## src/rtl/txd_word_arbiter.sv

```systemverilog
// Round-robin arbiter that shares one uart_txd byte transmitter among NUM_REQ
// 32-bit word sources, sending each granted word MSB byte first.
module txd_word_arbiter #(
   parameter int NUM_REQ     = 3,
   parameter int TIMEOUT_CYC = 20000
) (
   input  logic                   clk,
   input  logic                   rst,
   input  logic [NUM_REQ-1:0]     req_valid,
   input  logic [32*NUM_REQ-1:0]  req_data,
   output logic [NUM_REQ-1:0]     req_ack,
   output logic [NUM_REQ-1:0]     req_err,
   output logic [2:0]             grant_id,
   output logic                   busy,
   output logic [7:0]             txd_byte,
   output logic                   txd_start,
   input  logic                   txd_done
);

   localparam int TW = $clog2(TIMEOUT_CYC);
   localparam logic [NUM_REQ-1:0] ONE_HOT0 = NUM_REQ'(1);

   typedef enum logic [2:0] {IDLE, LOAD, START, WAIT, ACK, ERR} state_t;

   state_t          state;
   logic [2:0]      rr_ptr;
   logic [1:0]      byte_cnt;
   logic [TW-1:0]   timer;
   logic [31:0]     word;
   logic            done_prev;
   logic            done_rise;
   logic [7:0]      valid_ext;
   logic [255:0]    data_ext;
   logic [3:0]      cand;
   logic            pick_found;
   logic [2:0]      pick_id;
   logic [2:0]      next_ptr;

   assign done_rise = txd_done & ~done_prev;
   assign valid_ext = 8'(req_valid);
   assign data_ext  = 256'(req_data);
   assign next_ptr  = (grant_id == 3'(NUM_REQ-1)) ? 3'd0 : grant_id + 3'd1;

   // First requesting source at or after rr_ptr, wrapping modulo NUM_REQ.
   always_comb begin
      pick_found = 1'b0;
      pick_id    = 3'd0;
      cand       = 4'd0;
      for (int i = 0; i < NUM_REQ; i++) begin
         cand = {1'b0, rr_ptr} + 4'(i);
         if (cand >= 4'(NUM_REQ))
            cand = cand - 4'(NUM_REQ);
         if (!pick_found && valid_ext[cand[2:0]]) begin
            pick_found = 1'b1;
            pick_id    = cand[2:0];
         end
      end
   end

   always_ff @(posedge clk or negedge rst) begin
      if (!rst) begin
         state     <= IDLE;
         rr_ptr    <= 3'd0;
         byte_cnt  <= 2'd0;
         timer     <= '0;
         word      <= 32'd0;
         done_prev <= 1'b0;
         req_ack   <= '0;
         req_err   <= '0;
         grant_id  <= 3'd0;
         busy      <= 1'b0;
         txd_byte  <= 8'd0;
         txd_start <= 1'b0;
      end else begin
         done_prev <= txd_done;
         txd_start <= 1'b0;
         req_ack   <= '0;
         req_err   <= '0;
         case (state)
            IDLE: begin
               if (pick_found) begin
                  grant_id <= pick_id;
                  word     <= data_ext[{pick_id, 5'b0} +: 32];
                  byte_cnt <= 2'd0;
                  busy     <= 1'b1;
                  state    <= LOAD;
               end
            end
            LOAD: begin
               case (byte_cnt)
                  2'd0:    txd_byte <= word[31:24];
                  2'd1:    txd_byte <= word[23:16];
                  2'd2:    txd_byte <= word[15:8];
                  default: txd_byte <= word[7:0];
               endcase
               state <= START;
            end
            START: begin
               txd_start <= 1'b1;
               timer     <= '0;
               state     <= WAIT;
            end
            // A stale high txd_done level never counts; only a fresh rise does.
            WAIT: begin
               if (done_rise) begin
                  if (byte_cnt == 2'd3) begin
                     req_ack <= ONE_HOT0 << grant_id;
                     state   <= ACK;
                  end else begin
                     byte_cnt <= byte_cnt + 2'd1;
                     state    <= LOAD;
                  end
               end else if (timer == TW'(TIMEOUT_CYC-1)) begin
                  req_err <= ONE_HOT0 << grant_id;
                  state   <= ERR;
               end else begin
                  timer <= timer + 1'b1;
               end
            end
            ACK, ERR: begin
               rr_ptr <= next_ptr;
               busy   <= 1'b0;
               state  <= IDLE;
            end
            default: state <= IDLE;
         endcase
      end
   end

endmodule

```

## config.mk

```make
export PLATFORM = sky130hd
export DESIGN_NAME = txd_word_arbiter
export DESIGN_NICKNAME = d
export VERILOG_FILES = /design/src/rtl/txd_word_arbiter.sv
export SDC_FILE = /design/constraint.sdc
export NUM_CORES = 1
export LEC_CHECK = 0
export BUFFER_PORTS_ARGS = -buffer_cell sky130_fd_sc_hd__buf_2
export CELL_PAD_IN_SITES_DETAIL_PLACEMENT = 0
export CELL_PAD_IN_SITES_GLOBAL_PLACEMENT = 1
export CORE_MARGIN = 2
export CORE_UTILIZATION = 40
export CTS_CLUSTER_SIZE = 25
export DETAILED_ROUTE_END_ITERATION = 10
export GPL_ROUTABILITY_DRIVEN = 0
export PLACE_DENSITY = 0.93
export SYNTH_ARGS = -nofsm -noshare
export SYNTH_HDL_FRONTEND = slang
export SYNTH_SLANG_ARGS = --single-unit
```

## constraint.sdc

```tcl
create_clock -name clk -period 3.35 [get_ports clk]
set_input_delay 0.335 -clock clk [delete_from_list [all_inputs] [get_ports clk]]
set_output_delay 0.335 -clock clk [all_outputs]
set_load 0.01 [all_outputs]
```

==> flow_metrics.py <==
metrics = {
    "outcome": {
        "status": "complete, no violations",
    },
    "route": {
        "via_count": 3883,
        "drt_iter0_markers": 260,
        "routed_via_density": 5.319,
        "wl_mm": 11.56,
        "post_drt_wl_per_cell_um": 15.84,
        "dr.pass1.iters": 4,
        "antenna_left": 0,
        "drc": 0,
    },
    "power": {
        "power.density_nw_per_um2": 801.2,
        "switchingPower_mw": 1.809,
        "seq_power_share_pct": 32.7,
        "p_int_mw": 2.566,
        "swShare_pct": 41.34,
        "power.leakage_nw": 2.760,
        "combPwrFrac_pct": 49.4,
        "power.share.clock_pct": 17.9,
        "vdd_ir_drop_max_mv": 0.4684,
    },
    "grt": {
        "grt_usage_pct": 20.07,
        "grt_pass1_vias": 3760,
        "grt_pass1_wl_mm": 18.44,
        "grt_max_degree": 76,
        "grt_overflow_total": 0,
        "antenna_found_initial": 0,
    },
    "sta": {
        "fin_skew_ns": 0.008900,
        "fin_crit_sh_pct": 96.07,
        "hold_violations": 0,
        "tns_ns": 0,
        "slew_violations": 0,
        "tightest_slew_ns": 0.9225,
        "max_freq_mhz": 310.7,
        "rsz0062_at_grt": "no",
        "fin_crit_ns": 3.218,
        "setup_viol": 0,
        "max_slew_margin_pct": 38.27,
    },
    "cts": {
        "h-tree-depth": 3,
        "clkSinkCount": 75,
        "root_buffer": "clkbuf_8",
        "hold_buffers": 0,
        "clk_pin_slew_ns": 0.08,
        "numCtsBuffers": 9,
        "insertion_delay_ns": 0.36,
        "clk_path_buf_depth": 2,
        "cts_tree": "done",
    },
    "critical_path": {
        "arrival_ns": 3.48,
        "path_class": "flop to flop",
        "cp_max_fo": 15,
        "reg2reg_from": "rr_ptr[1]",
        "r2r_end": "word[31]",
        "start_kind": "flop",
        "reg2regPathDepth": 10,
        "crit_path_end_kind": "flop",
        "r2r_slack_ns": 0.13,
        "crit_required_ns": 3.61,
    },
    "floorplanning": {
        "coreArea_um2": 10840,
        "initial_utilization_pct": 41.17,
        "die_y_um": 109.6,
        "rows": 38,
        "io_pins": 121,
        "die_w_um": 109.6,
        "die_area_um2": 12020,
    },
    "yosys": {
        "synth.distinct_cells": 54,
        "netlist_area_um2": 4463,
        "synth-edff-count": 0,
        "synth_ff_type": "dfrtp_1",
        "synth_nets": 583,
        "syn_avg_cell_area_um2": 9.536,
        "ys_seq_area_share_pct": 42.05,
        "ys_ff_latch": 75,
        "netlist_instances": 468,
        "async_flop_share_pct": 100.0,
        "yosysWarnings": 0,
    },
    "placed_design": {
        "dp_hpwl_mm": 8.554,
        "io_buffers": 120,
        "dpl-instance-area_um2": 5195,
    },
    "final_layout": {
        "multi_input_area_um2": 2333,
        "mostFrequentLayoutCell": "buf_2",
        "ff_latch_area_um2": 1881,
        "final_cell_mix": "buf_2 (119), dfrtp_1 (72), nand2_1 (67), inv_1 (44), nor2_1 (37)",
        "nNetsFinal": 700,
        "fillCellCount": 1003,
        "antenna_cells": 0,
        "drive_gt1_share_pct": 30.34,
        "synthToLayoutAreaGrowth_pct": 22.34,
        "finalInstanceArea_um2": 5460,
    },
    "flow_run": {
        "drv_cap": 0,
    },
    "min_path": {
        "hp-class": "input port to asynchronous set/reset pin",
    },
}
## cells in the mapped netlist (11+ instances only)
library cell	n	area share, %
dfrtp_1	75	42
nand2_1	67	5.6
inv_1	44	3.7
nor2_1	37	3.1
mux2i_1	34	7.6
o221ai_2	20	6.7
a21oi_1	19	2.1
o21ai_0	19	2.1
ha_1	13	3.6
nand3_1	12	1.3
o221ai_1	12	2.4
clkbuf_1	11	0.93
## final cells by class
class                           count  area share, %
Timing Repair Buffer              129          12.58
Clock buffer                       12          2.658
Sequential cell                    75          34.44
Clock inverter                      4          1.352
Tap cell                          140          3.208
Multi-Input combinational cell    326          42.74
Inverter                           44          3.025
## routing by layer
metal	track usage, %	vias to the layer above	part of all wire [%]
met5	0	-	0
met4	7.505	0	1.7
met3	2.905	14	5.6
met2	32.32	133	47
met1	27.42	1835	45
li1	-	1901	-
## through the flow
stage	setup slack (ns)	utilization, %	std cells	hold WS, ns	power [mW]
5_1_grt	0.004545	50.37	730	0.1006	4.680
4_1_cts	0.01005	49.94	729	0.1065	4.340
6_report	0.1316	50.37	730	0.1091	4.375
3_5_place_dp	0.02628	47.92	713	0.4628	3.548
2_1_floorplan	0.3631	-	468	0.03941	3.001
3_3_place_gp	0.2140	47.92	713	0.4588	3.463
## power by group through the flow
stage | sequential (mW) | combinational (mW) | clock (mW)
3_3_place_gp | 1.43 | 2.03 | 0
5_1_grt | 1.47 | 2.38 | 0.833
3_5_place_dp | 1.44 | 2.11 | 0
4_1_cts | 1.42 | 2.12 | 0.798
6_report | 1.43 | 2.16 | 0.784
2_1_floorplan | 1.39 | 1.61 | 0
## registers in the layout, indices dropped and copies added (netlist names)
name       flops
txd_start      1
busy           1
word          32
timer         15
req_err        3
rr_ptr         3
done_prev      1
req_ack        3
byte_cnt       2
txd_byte       8
grant_id       3
state          3
## worst max-delay path, stage by stage (launching register included)
cell and delay [ns]:
dfrtp_2 0.48, ha_1 0.23, ha_1 0.26, a211oi_2 0.29
mux2_2 0.44, o31ai_4 0.23, a21oi_2 0.12, or3_1 0.43
a21o_1 0.23, buf_4 0.20, o211ai_1 0.23
## how the worst max path moves through the flow
stage	start	to	slack [ns]	depth (start not counted)
2_1_floorplan	rr_ptr[0]	word[11]	0.36	10
3_3_place_gp	rr_ptr[1]	word[11]	0.21	10
3_5_place_dp	rr_ptr[2]	word[18]	0.03	10
4_1_cts	rr_ptr[2]	word[18]	0.01	10
5_1_grt	rr_ptr[1]	word[31]	0.005	10
6_report	rr_ptr[1]	word[31]	0.13	10
## timing repair
item                       CTS  global route
setup endpoints to repair    0            33
gates resized for setup      0             9
setup buffers                0             1
## kinds of logic after synthesis
group,count (synthesis),synth area share (%)
AOI/OAI and AO/OA,104,20.27
DFF,75,42.05
xor gates and xnor gates,14,2.747
muxes,37,8.382
and+or+nand+nor,158,16.43
buffers and inverters,67,6.476
adders and majority gates,13,3.645
No activity file was read; power rests on OpenSTA's default activity.
